--- src/rtl/text_writer_if.sv ---
// text_writer_if -- bundles the producer write handshake and the display-side
// read port of the text_writer character buffer.
//   wr_valid  producer offers wr_data this cycle
//   wr_ready  buffer accepts wr_data this cycle
//   wr_data   ASCII code offered by the producer
//   rd_index  character-cell index requested by the display side
//   rd_ascii  registered ASCII code of cell rd_index
//   cursor    next write position, 0..16
//   overflow  sticky flag: a printable character was dropped
// master = producer/display side, slave = text_writer.
interface text_writer_if;
  logic       wr_valid;
  logic       wr_ready;
  logic [7:0] wr_data;
  logic [3:0] rd_index;
  logic [7:0] rd_ascii;
  logic [4:0] cursor;
  logic       overflow;

  modport master (
    output wr_valid, wr_data, rd_index,
    input  wr_ready, rd_ascii, cursor, overflow
  );

  modport slave (
    input  wr_valid, wr_data, rd_index,
    output wr_ready, rd_ascii, cursor, overflow
  );
endinterface

--- src/rtl/text_writer.sv ---
// text_writer -- 16-cell x 8-bit text line buffer with a write cursor.
// After reset (or a form feed) the buffer spends 16 cycles zeroing cells 0..15
// in the CLEAR state, then accepts characters in IDLE:
//   0x20..0x7E  printable: stored at cell[cursor], cursor advances
//   0x08        backspace: cursor retreats and the vacated cell is zeroed
//   0x0C        form feed: cursor=0, overflow cleared, buffer re-cleared
//   others      accepted and ignored
// Ports:
//   clk    system clock, rising edge
//   reset  synchronous active-high reset
//   bus    text_writer_if.slave (write handshake, read port, cursor, overflow)
// Configuration macro TEXT_WRAP_EN:
//   undefined -> a printable character at cursor 16 is dropped and sets overflow
//   defined   -> a printable character at cursor 16 wraps to cell 0, cursor=1
// Cell storage has no reset; its contents become defined only through CLEAR.
module text_writer (
  input  logic         clk,
  input  logic         reset,
  text_writer_if.slave bus
);

  typedef enum logic {
    ST_CLEAR = 1'b0,
    ST_IDLE  = 1'b1
  } state_e;

  state_e     state_q, state_d;
  logic [3:0] clr_cnt_q, clr_cnt_d;
  logic [4:0] cursor_q, cursor_d;
  logic       overflow_q, overflow_d;
  logic [7:0] rd_ascii_q;
  logic [7:0] mem_q [16];

  logic       xfer_s;
  logic       printable_s;
  logic [4:0] cursor_dec_s;
  logic       we_s;
  logic [3:0] waddr_s;
  logic [7:0] wdata_s;

  assign bus.wr_ready = (state_q == ST_IDLE);
  assign bus.rd_ascii = rd_ascii_q;
  assign bus.cursor   = cursor_q;
  assign bus.overflow = overflow_q;

  assign xfer_s       = bus.wr_valid && (state_q == ST_IDLE);
  assign printable_s  = (bus.wr_data >= 8'h20) && (bus.wr_data <= 8'h7E);
  assign cursor_dec_s = cursor_q - 5'd1;

  // Next-state, cursor/overflow update and the single cell write port.
  always_comb begin
    state_d    = state_q;
    clr_cnt_d  = clr_cnt_q;
    cursor_d   = cursor_q;
    overflow_d = overflow_q;
    we_s       = 1'b0;
    waddr_s    = 4'd0;
    wdata_s    = 8'h00;
    case (state_q)
      ST_CLEAR: begin
        we_s      = 1'b1;
        waddr_s   = clr_cnt_q;
        clr_cnt_d = clr_cnt_q + 4'd1;
        if (clr_cnt_q == 4'd15) begin
          state_d = ST_IDLE;
        end else begin
          state_d = ST_CLEAR;
        end
      end
      ST_IDLE: begin
        if (xfer_s) begin
          if (printable_s) begin
            if (cursor_q < 5'd16) begin
              we_s     = 1'b1;
              waddr_s  = cursor_q[3:0];
              wdata_s  = bus.wr_data;
              cursor_d = cursor_q + 5'd1;
            end else begin
`ifdef TEXT_WRAP_EN
              we_s     = 1'b1;
              waddr_s  = 4'd0;
              wdata_s  = bus.wr_data;
              cursor_d = 5'd1;
`else
              overflow_d = 1'b1;
`endif
            end
          end else if (bus.wr_data == 8'h08) begin
            if (cursor_q != 5'd0) begin
              cursor_d = cursor_dec_s;
              we_s     = 1'b1;
              waddr_s  = cursor_dec_s[3:0];
            end else begin
              cursor_d = 5'd0;
            end
          end else if (bus.wr_data == 8'h0C) begin
            cursor_d   = 5'd0;
            overflow_d = 1'b0;
            clr_cnt_d  = 4'd0;
            state_d    = ST_CLEAR;
          end else begin
            state_d = ST_IDLE;
          end
        end else begin
          state_d = ST_IDLE;
        end
      end
      default: begin
        state_d   = ST_CLEAR;
        clr_cnt_d = 4'd0;
      end
    endcase
  end

  // Control state and registered read port; reset discards any transfer.
  always_ff @(posedge clk) begin
    if (reset) begin
      state_q    <= ST_CLEAR;
      clr_cnt_q  <= 4'd0;
      cursor_q   <= 5'd0;
      overflow_q <= 1'b0;
      rd_ascii_q <= 8'h00;
    end else begin
      state_q    <= state_d;
      clr_cnt_q  <= clr_cnt_d;
      cursor_q   <= cursor_d;
      overflow_q <= overflow_d;
      // Nonblocking read of the old cell value gives read-before-write.
      rd_ascii_q <= mem_q[bus.rd_index];
    end
  end

  // Cell storage write port, suppressed while reset is asserted.
  always_ff @(posedge clk) begin
    if (!reset && we_s) begin
      mem_q[waddr_s] <= wdata_s;
    end
  end

endmodule

--- src/flat_wrapper.sv ---
// flat-port wrapper written by rule: the top's interface ports become plain ports
module text_writer_flat 
  (clk, reset, bus_wr_valid, bus_wr_data, bus_rd_index, bus_wr_ready, bus_rd_ascii, bus_cursor, bus_overflow);
  text_writer_if bus_i ();
  input  logic clk;
  input  logic reset;
  input wire logic [$bits(bus_i.wr_valid)-1:0] bus_wr_valid;
  input wire logic [$bits(bus_i.wr_data)-1:0] bus_wr_data;
  input wire logic [$bits(bus_i.rd_index)-1:0] bus_rd_index;
  output wire logic [$bits(bus_i.wr_ready)-1:0] bus_wr_ready;
  output wire logic [$bits(bus_i.rd_ascii)-1:0] bus_rd_ascii;
  output wire logic [$bits(bus_i.cursor)-1:0] bus_cursor;
  output wire logic [$bits(bus_i.overflow)-1:0] bus_overflow;
  assign bus_i.wr_valid = bus_wr_valid;
  assign bus_i.wr_data = bus_wr_data;
  assign bus_i.rd_index = bus_rd_index;
  assign bus_wr_ready = bus_i.wr_ready;
  assign bus_rd_ascii = bus_i.rd_ascii;
  assign bus_cursor = bus_i.cursor;
  assign bus_overflow = bus_i.overflow;
  text_writer u_core (.clk(clk), .reset(reset), .bus(bus_i));
endmodule
--- config.mk ---
export PLATFORM = sky130hd
export DESIGN_NAME = text_writer_flat
export DESIGN_NICKNAME = d
export VERILOG_FILES = /design/src/rtl/text_writer_if.sv /design/src/rtl/text_writer.sv /design/src/flat_wrapper.sv
export SDC_FILE = /design/constraint.sdc
export NUM_CORES = 1
export LEC_CHECK = 0
export ABC_CLOCK_PERIOD_IN_PS = 2600
export CORE_MARGIN = 2
export CORE_UTILIZATION = 54
export CTS_CLUSTER_SIZE = 30
export DETAILED_ROUTE_END_ITERATION = 10
export PLACE_DENSITY_LB_ADDON = 0.05
export SLEW_MARGIN = 15
export SYNTH_ARGS = -nofsm -noshare
export SYNTH_HDL_FRONTEND = slang
export SYNTH_SLANG_ARGS = --single-unit
--- constraint.sdc ---
create_clock -name clk -period 2.6 [get_ports clk]
set_input_delay 0.26 -clock clk [delete_from_list [all_inputs] [get_ports clk]]
set_output_delay 0.26 -clock clk [all_outputs]
set_load 0.03 [all_outputs]
==> results of run 1 <==
worst paths after layout:
check             slack, ps                              to  cells after the start                         startpoint
setup / recovery        110    u_core.mem_q[9][0]$_DFFE_PP_                      8  u_core.bus.cursor[4]$_SDFFE_PP0P_
hold reg to reg         500  u_core.bus.wr_ready$_SDFF_PP0_                      2   u_core.clr_cnt_q[3]$_SDFFE_PP0P_
setup reg to reg        110    u_core.mem_q[9][0]$_DFFE_PP_                      8  u_core.bus.cursor[4]$_SDFFE_PP0P_
hold / removal          500  u_core.bus.wr_ready$_SDFF_PP0_                      2   u_core.clr_cnt_q[3]$_SDFFE_PP0P_
area by class of cell:
class,count,share of cell area
clock inverter,11,0.0177
sequential,147,0.549
inverter,6,0.00293
timing repair buffer,86,0.107
tap,140,0.0228
clock buffer,21,0.0558
multi-input combinational,193,0.244
metrics by stage:
step	utilization	instance area [um^2]	hold slack [ps]	TNS (ps)
2_1_floorplan	-	6170	466	0
6_report	0.707	7690	503	0
5_1_grt	0.707	7690	534	-215
4_1_cts	0.704	7670	509	0
3_5_place_dp	0.652	7100	490	-55320
3_3_place_gp	0.652	7100	493	-51560
power by group:
part	switching, mW	internal, mW
Combinational	0.150	0.153
Clock	0.880	1.45
Sequential	0.0148	2.58
Total	1.04	4.18
worst max-delay path, stage by stage (launching register included):
cell,delay [ps]
dfxtp_1,510
and3b_1,260
o211a_1,160
a2111oi_0,430
buf_4,180
nand3_1,160
buf_4,210
nor2_2,150
buf_12,150
cells by family (layout without fill, tap and decap cells):
logic type,Yosys count,count (layout)
buffers and inverters,24,124
XOR/XNOR,2,2
adder cells (fa/ha/maj),4,4
AND/OR/NAND/NOR,84,84
other,1,16
multiplexers,40,40
AO/OA/AOI/OAI,47,47
flip-flops,147,147
flip-flops by register name, summed over array words and instances, names as in the netlist:
register,flops
u_core.clr_cnt_q,4
u_core.bus.overflow,1
u_core.mem_q,128
u_core.bus.wr_ready,1
u_core.bus.rd_ascii,8
u_core.bus.cursor,5
Yosys cell counts, types with 2 or more instances:
master | n | share of area
nor4_1 | 3 | 0.0031
mux4_2 | 40 | 0.15
clkbuf_1 | 12 | 0.0074
o2111ai_1 | 3 | 0.0043
inv_1 | 6 | 0.0037
ha_1 | 4 | 0.0082
nand2b_1 | 2 | 0.0021
nor2b_1 | 11 | 0.011
a21o_1 | 3 | 0.0037
o221ai_1 | 2 | 0.0029
or3_2 | 2 | 0.0025
nand4_1 | 2 | 0.0021
or4_1 | 3 | 0.0037
or2_2 | 2 | 0.0021
nand3_1 | 6 | 0.0049
o211ai_1 | 6 | 0.0074
a211oi_1 | 4 | 0.0049
edfxtp_1 | 128 | 0.63
nor2_1 | 25 | 0.015
a31oi_1 | 3 | 0.0031
nor3_1 | 4 | 0.0033
or3_1 | 3 | 0.0031
o21ai_0 | 10 | 0.0082
a22oi_1 | 2 | 0.0025
nand2_1 | 8 | 0.0049
xnor2_1 | 2 | 0.0029
dfxtp_1 | 19 | 0.063
o211a_1 | 2 | 0.0033
and2_1 | 5 | 0.0052
a21oi_1 | 7 | 0.0058
buf_1 | 4 | 0.0025
cells in the final DEF, fill, tap and decap left out, drive strengths merged, types with 2 or more instances in the layout:
cell and count:
o211ai 6, nand4 2, nand2b 2, a211oi 4, conb 16, clkinv 7, inv 6, mux4 40
or2 2, edfxtp 128, a22oi 2, nor2 25, or3 5, clkdlybuf4s50 28, nor2b 11, a21o 3
nand3 6, buf 58, or4 3, clkbuf 21, ha 4, and2 6, dfxtp 19, nor4 3
o211a 2, a21oi 7, o21ai 10, o2111ai 3, bufinv 3, nor3 4, nand2 8, o221ai 2
a31oi 3, xnor2 2
repair_timing:
item                                    CTS  global route
buffers inserted                          0             0
gates resized for setup                   0             4
endpoints found under the setup margin    0           120
layer usage:
layer  up-vias  share of wire  GRT usage
met3        14          0.050     0.0611
met1      1750           0.44      0.325
li1       1602              -          -
met4         0          0.015     0.0778
met5         -              0          0
met2        97           0.50      0.374
==> flow_summary.ini, run 1 <==
[run_status]
status = finished, final reports clean

[global_routing]
antenna_found_initial = 0
grt_pass1_vias = 3456
overflow = 0
grt_first_pass_wirelength_um = 19600
grt.total_usage = 0.237
grt_max_degree = 33

[route]
drc = 0
wirelength_um = 12600
viasPerCell = 5.73
ant_nets = 0
drt_pass1_iterations = 4
vias = 3463
drtIter0Drc = 265
routedWlPerCell_um = 20.9

[sta]
tightest_slew_ps = 561
max_freq_ghz = 0.402
fin_crit_sh = 0.958
drv_slew = 0
finalCriticalPeriod_ps = 2490
slew_headroom = 0.625
hold_viol = 0
fin_skew_ps = 7.35
setup_viol = 0
fin_ws_ps = 110

[floorplanning]
start_util = 0.557
coreArea_um2 = 10900
die_h_um = 110
die_area_um2 = 12100
die_w_um = 110
io_pins = 30
rows = 38

[setup_path]
crit_type = flip-flop to flip-flop
end_kind = flip-flop
startpoint_type = flip-flop
arrival_ps = 2740
worst_ep_required_time_ps = 2850
path_max_fanout = 8

[pwr]
power.density_nw_per_um2 = 679
p_total_mw = 5.23
leakage_nw = 2.49
ir_drop_mv = 0.460

[clock_tree]
cts-buffers-inserted = 17
cts_buffer_depth = 2
cts_sinks = 147
htree_levels = 4
root_buffer = clkbuf_8
cts_tree = built
clk_transition_reported_paths_ps = 60
hold_buffers = 0
clock_latency_ps = 530

[placement]
portBuffers = 29
place_congestion = 0.817
dp.cells = 572
preCtsSetupSlack_ps = -458
post-dp-hpwl_um = 8580

[layout]
area.sequential_um2 = 4230
fillers = 698
area_growth_pct = 26.8
stdcell_count = 604
antenna_cells = 0
nets = 470
layout-drive-gt1-share = 0.323
multi_input_area_um2 = 1880

[synthesis]
ys_async_sr_fraction = 0
syn_area_um2 = 6070
synth-seq-cells = 147
synth_edf_count = 128
synth_xor_xnor_area_share = 0.00289
synth_cells = 349
synth_ff_type = edfxtp_1
synth_compound_area_frac = 0.0534
ys_seq_area_frac = 0.696
synthMuxAreaShare = 0.148
synth_adder_area_share = 0.00825
syn_area_per_cell_um2 = 17.4
synth-simple-area-share = 0.0751
ys_types = 47
synth_top_family_by_area = multiplexers
yosysWarningCount = 0

[job]
maxCapViolations = 0

[min_path]
hp-class = flip-flop to flip-flop
(Power assumes the default switching activity.)
==> run 2: changes to the inputs <==
Settings changed: ABC_CLOCK_PERIOD_IN_PS 2600 to 2800, CORE_UTILIZATION 54 to 59, SLEW_MARGIN 15 to unset.
Clock period 2.6 ns to 2.8 ns, I/O delays scaled along.
==> run 2 against run 1 <==
  * Clock skew up 0.89 ps
  * Die area down 8.2%
  * Clock power decreased by 9.9%
  * Final area is 2.0% lower
  * Routed wire length up 3.6%
  * Sequential power shrank 7%
  * Critical path depth is the same
  * Non-clock buffer count rose by 2
  * Flip-flop and latch count is the same
  * Global-route usage grew 1.9 points
  * Utilization grew 3.7 points
  * Sequential share of layout area rose by 1.1 points
==> flow_summary.ini, run 2 (synthesis gave the netlist of run 1 again) <==
[setup_path]
slowest_delay_ps = 580
r2r_setup_slack_ps = 230
arrival_ps = 2890
path_max_fanout = 8
end_kind = flip-flop
cp_num_buf_inv = 3
worst_ep_required_time_ps = 3020
path_cells = clkdlybuf4s50_1, or4_1, buf_4, or4_1, o221ai_1, nand2b_1, nor2_1, buf_4
startpoint_type = primary input
crit_family = simple AND/OR/NAND/NOR gates
cpMaxStageDelayCell = or4_1
crit_type = primary input to flip-flop

[sta]
slew_headroom = 0.569
fin_crit_sh = 0.954
grt_setup_unrepaired = true
fin_ws_ps = 130
finalCriticalPeriod_ps = 2670
setup_tns_ps = 0
hold_viol = 0
fin_hold_ws_ps = 513
fin_skew_ps = 8.24
max_freq_ghz = 0.375
setup_viol = 0
drv_slew = 0
tightest_slew_ps = 647

[route]
wl_met3_um = 852
drt_pass1_iterations = 7
drtIter0Drc = 308
top_layer_used = met4
ant_nets = 0
wl_met1_um = 5320
wirelength_um = 13100
viasPerCell = 5.98
route.met2.wl_um = 6800
routedWlPerCell_um = 21.8
drc = 0
vias = 3601

[floorplanning]
coreArea_um2 = 10100
io_pins = 30
die_w_um = 105
rows = 37
die_area_um2 = 11100
die_h_um = 105
start_util = 0.599

[clock_tree]
cts_buffer_depth = 2
cts-buffers-inserted = 17
root_buffer = clkbuf_8
htree_levels = 4
clk_transition_reported_paths_ps = 60
cts_sinks = 147
clock_latency_ps = 510
cts_tree = built

[global_routing]
grt_pass1_vias = 3634
grt_max_degree = 33
overflow = 0
antenna_found_initial = 0
grt.total_usage = 0.256
grt_first_pass_wirelength_um = 20200

[layout]
fillers = 601
final_cell_mix = edfxtp_1, buf_4, mux4_2, clkdlybuf4s50_1, nor2_1
regMostFlops = u_core.mem_q
area_growth_pct = 24.3
mostFrequentLayoutCell = edfxtp_1
stdcell_count = 602
antenna_cells = 0
largest_reg_flops = 128
nets = 472
layout-drive-gt1-share = 0.294

[pwr]
power.density_nw_per_um2 = 634
ir_drop_mv = 0.464
p_total_mw = 4.78
leakage_nw = 2.45

[placement]
place_congestion = 0.868
dp.cells = 570
preCtsSetupSlack_ps = -354
post-dp-hpwl_um = 8690
portBuffers = 29

[min_path]
hp-class = flip-flop to flip-flop

[run_status]
status = finished, final reports clean

[job]
maxCapViolations = 0
-- run 2: worst reg2reg max path: stages, from the launching register on --
cell	delay, ps
dfxtp_1	310
inv_1	70
ha_1	140
nor4b_2	450
nor4_1	130
a2111oi_0	380
buf_4	190
nand3_1	110
nor2_2	420
-- run 2: final timing paths --
path | endpoint | cells past startpoint | from
worst max-delay path | u_core.mem_q[3][6]$_DFFE_PP_ | 8 | bus_wr_data[1]
worst min-delay path | u_core.bus.overflow$_SDFFE_PP0P_ | 2 | u_core.bus.overflow$_SDFFE_PP0P_
worst max register to register | u_core.mem_q[0][1]$_DFFE_PP_ | 8 | u_core.bus.cursor[0]$_SDFFE_PP0P_
worst min register to register | u_core.bus.overflow$_SDFFE_PP0P_ | 2 | u_core.bus.overflow$_SDFFE_PP0P_
-- run 2: routing by layer --
metal  track usage  vias to the layer above
met5             0                        -
met4        0.0600                        0
met3        0.0618                       12
met2         0.420                      157
met1         0.352                     1819
li1              -                     1613
-- run 2: final cells by class --
type | count | area (um^2) | share of cell area
clock buffer | 18 | 418 | 0.0554
clock inverter | 14 | 139 | 0.0184
inverter | 6 | 22.5 | 0.00299
multi-input combinational | 193 | 1820 | 0.241
sequential | 147 | 4220 | 0.560
tap | 136 | 170 | 0.0226
timing repair buffer | 88 | 753 | 0.0999
-- run 2: timing repair --
item / CTS / global route
resized for setup: 2 / 0
setup endpoints to repair: 16 / 8
hold buffers: 0 / 0
setup buffers: 0 / 0
-- run 2: power breakdown --
part	internal, mW	switching (mW)
sequential	2.39	0.0140
clock	1.26	0.844
combinational	0.137	0.134
total	3.79	0.992
-- run 2: stage by stage --
stage / cell area, um^2 / util
floorplan: 6120 / -
global placement: 6980 / 0.688
detailed placement: 6980 / 0.688
CTS: 7540 / 0.744
global route: 7540 / 0.744
finish: 7540 / 0.744
==> run 3: changes to the inputs <==
Settings changed: SKIP_CTS_REPAIR_TIMING set to 1.
==> run 3 against run 2 <==
  * First-iteration DRC count unchanged
  * Sequential share of layout area unchanged
  * Highest routed layer unchanged
  * Worst hold slack better by 1.3 ps
  * Clock power is essentially flat
  * Power about the same
  * Clock skew shrank 1.0 ps
  * Worst setup slack better by 7.7 ps
  * Clock-buffer cell count unchanged
  * Largest cell class unchanged
  * Final area stayed put
  * Register-to-register slack about the same
  * Flip-flop and latch count is the same
  * Non-clock buffer count did not move
==> flow_summary.ini, run 3 (synthesis gave the netlist of run 1 again) <==
[route]
routedWlPerCell_um = 21.8
drc = 0
drtIter0Drc = 308
drt_pass1_iterations = 4
vias = 3577
viasPerCell = 5.94
wirelength_um = 13100
ant_nets = 0

[clock_tree]
cts-buffers-inserted = 17
htree_levels = 4
cts_buffer_depth = 2
cts_sinks = 147
root_buffer = clkbuf_8
clk_transition_reported_paths_ps = 60
cts_tree = built
clock_latency_ps = 510

[floorplanning]
io_pins = 30
die_area_um2 = 11100
rows = 37
die_h_um = 105
start_util = 0.599
coreArea_um2 = 10100
die_w_um = 105

[setup_path]
cp_num_buf_inv = 3
slowest_delay_ps = 580
r2r-end = u_core.mem_q[0][1]$_DFFE_PP_
arrival_ps = 2880
path_cells = clkdlybuf4s50_1, or4_1, buf_4, or4_1, o221ai_1, nand2b_1, nor2_1, buf_4
startpoint_type = primary input
reg2reg_from = u_core.bus.cursor[0]$_SDFFE_PP0P_
reg2regPathDepth = 8
cpMaxStageDelayCell = or4_1
r2r_setup_slack_ps = 220
crit_family = simple AND/OR/NAND/NOR gates
path_max_fanout = 8
worst_ep_required_time_ps = 3020
end_kind = flip-flop
crit_type = primary input to flip-flop

[job]
maxCapViolations = 0

[pwr]
p_seq_frac = 0.503
ir_drop_mv = 0.465
p_total_mw = 4.78
leakage_nw = 2.45
p_sw_mw = 0.994
p_int_mw = 3.79
power.density_nw_per_um2 = 634
p_clk_frac = 0.440
p_sw_frac = 0.208
p_comb_frac = 0.057

[placement]
place_congestion = 0.868
place_area_um2 = 6980
post-dp-hpwl_um = 8690
portBuffers = 29

[min_path]
min_to = u_core.bus.overflow$_SDFFE_PP0P_
hp-class = flip-flop to flip-flop
min_from = u_core.bus.overflow$_SDFFE_PP0P_
holdPathStages = 2

[layout]
area_growth_pct = 24.3
largest_reg_flops = 128
mostFrequentLayoutCell = edfxtp_1
final_cell_mix = edfxtp_1, buf_4, mux4_2, clkdlybuf4s50_1, nor2_1
fillers = 601
antenna_cells = 0
layout-drive-gt1-share = 0.294
post-route-cell-area_um2 = 7540
nets = 472
regMostFlops = u_core.mem_q
post-route-util = 0.744

[sta]
fin_crit_sh = 0.951
tightest_slew_ps = 663
hold_viol = 0
fin_skew_ps = 7.22
max_freq_ghz = 0.376
drv_slew = 0
setup_viol = 0
finalCriticalPeriod_ps = 2660
slew_headroom = 0.558

[global_routing]
grt.total_usage = 0.255
grtUsageMet2 = 0.419
grt_util_met1 = 0.351
grt_use_met3 = 0.0618
grt_pass1_vias = 3635
grt_max_degree = 33
overflow = 0
grt_first_pass_wirelength_um = 20200
busiest_layer = met2
antenna_found_initial = 0

[run_status]
status = finished, final reports clean
## run 3: worst max-delay path by stage
stage	from	end	cells past startpoint
2_1_floorplan	u_core.bus.cursor[0]$_SDFFE_PP0P_	u_core.mem_q[11][0]$_DFFE_PP_	7
3_3_place_gp	bus_wr_data[1]	u_core.mem_q[1][5]$_DFFE_PP_	8
3_5_place_dp	bus_wr_data[1]	u_core.mem_q[3][6]$_DFFE_PP_	8
4_1_cts	u_core.bus.cursor[0]$_SDFFE_PP0P_	u_core.mem_q[0][1]$_DFFE_PP_	8
5_1_grt	u_core.bus.cursor[0]$_SDFFE_PP0P_	u_core.mem_q[0][1]$_DFFE_PP_	8
6_report	bus_wr_data[1]	u_core.mem_q[3][6]$_DFFE_PP_	8
## run 3: through the flow
step	worst slack, ps	cells	hold WS, ps	setup TNS [ps]
after global routing	-28.8	602	557	-202
after detailed placement	-354	570	496	-36760
after CTS	-267	602	515	-2190
after global placement	-224	570	491	-25940
final	138	602	515	0
after floorplan	-10.2	364	466	-163
## run 3: power groups by stage
stage | clock [mW] | sequential (mW) | combinational (mW)
6_report | 2.11 | 2.41 | 0.271
5_1_grt | 2.22 | 2.41 | 0.290
4_1_cts | 2.13 | 2.41 | 0.271
3_5_place_dp | 0 | 2.45 | 0.269
3_3_place_gp | 0 | 2.45 | 0.266
2_1_floorplan | 0 | 2.47 | 0.139
## run 3: worst min-delay path: stages, from the launching register on
cell	delay [ps]
dfxtp_1	320
o21ai_0	80
a211oi_1	70
## run 3: layout make-up
| type | count | area [um^2] | area share |
|---|---|---|---|
| Sequential cell | 147 | 4220 | 0.560 |
| Multi-Input combinational cell | 193 | 1820 | 0.241 |
| Timing Repair Buffer | 88 | 753 | 0.0999 |
| Clock buffer | 18 | 418 | 0.0554 |
| Tap cell | 136 | 170 | 0.0226 |
| Clock inverter | 14 | 139 | 0.0184 |
| Inverter | 6 | 22.5 | 0.00299 |
## run 3: layer usage
layer / share of wire / vias to the layer above / wire length, um
met4: 0.010 / 0 / 134
met3: 0.066 / 12 / 863
met5: 0 / - / 0
li1: - / 1616 / -
met1: 0.41 / 1797 / 5370
met2: 0.51 / 152 / 6740
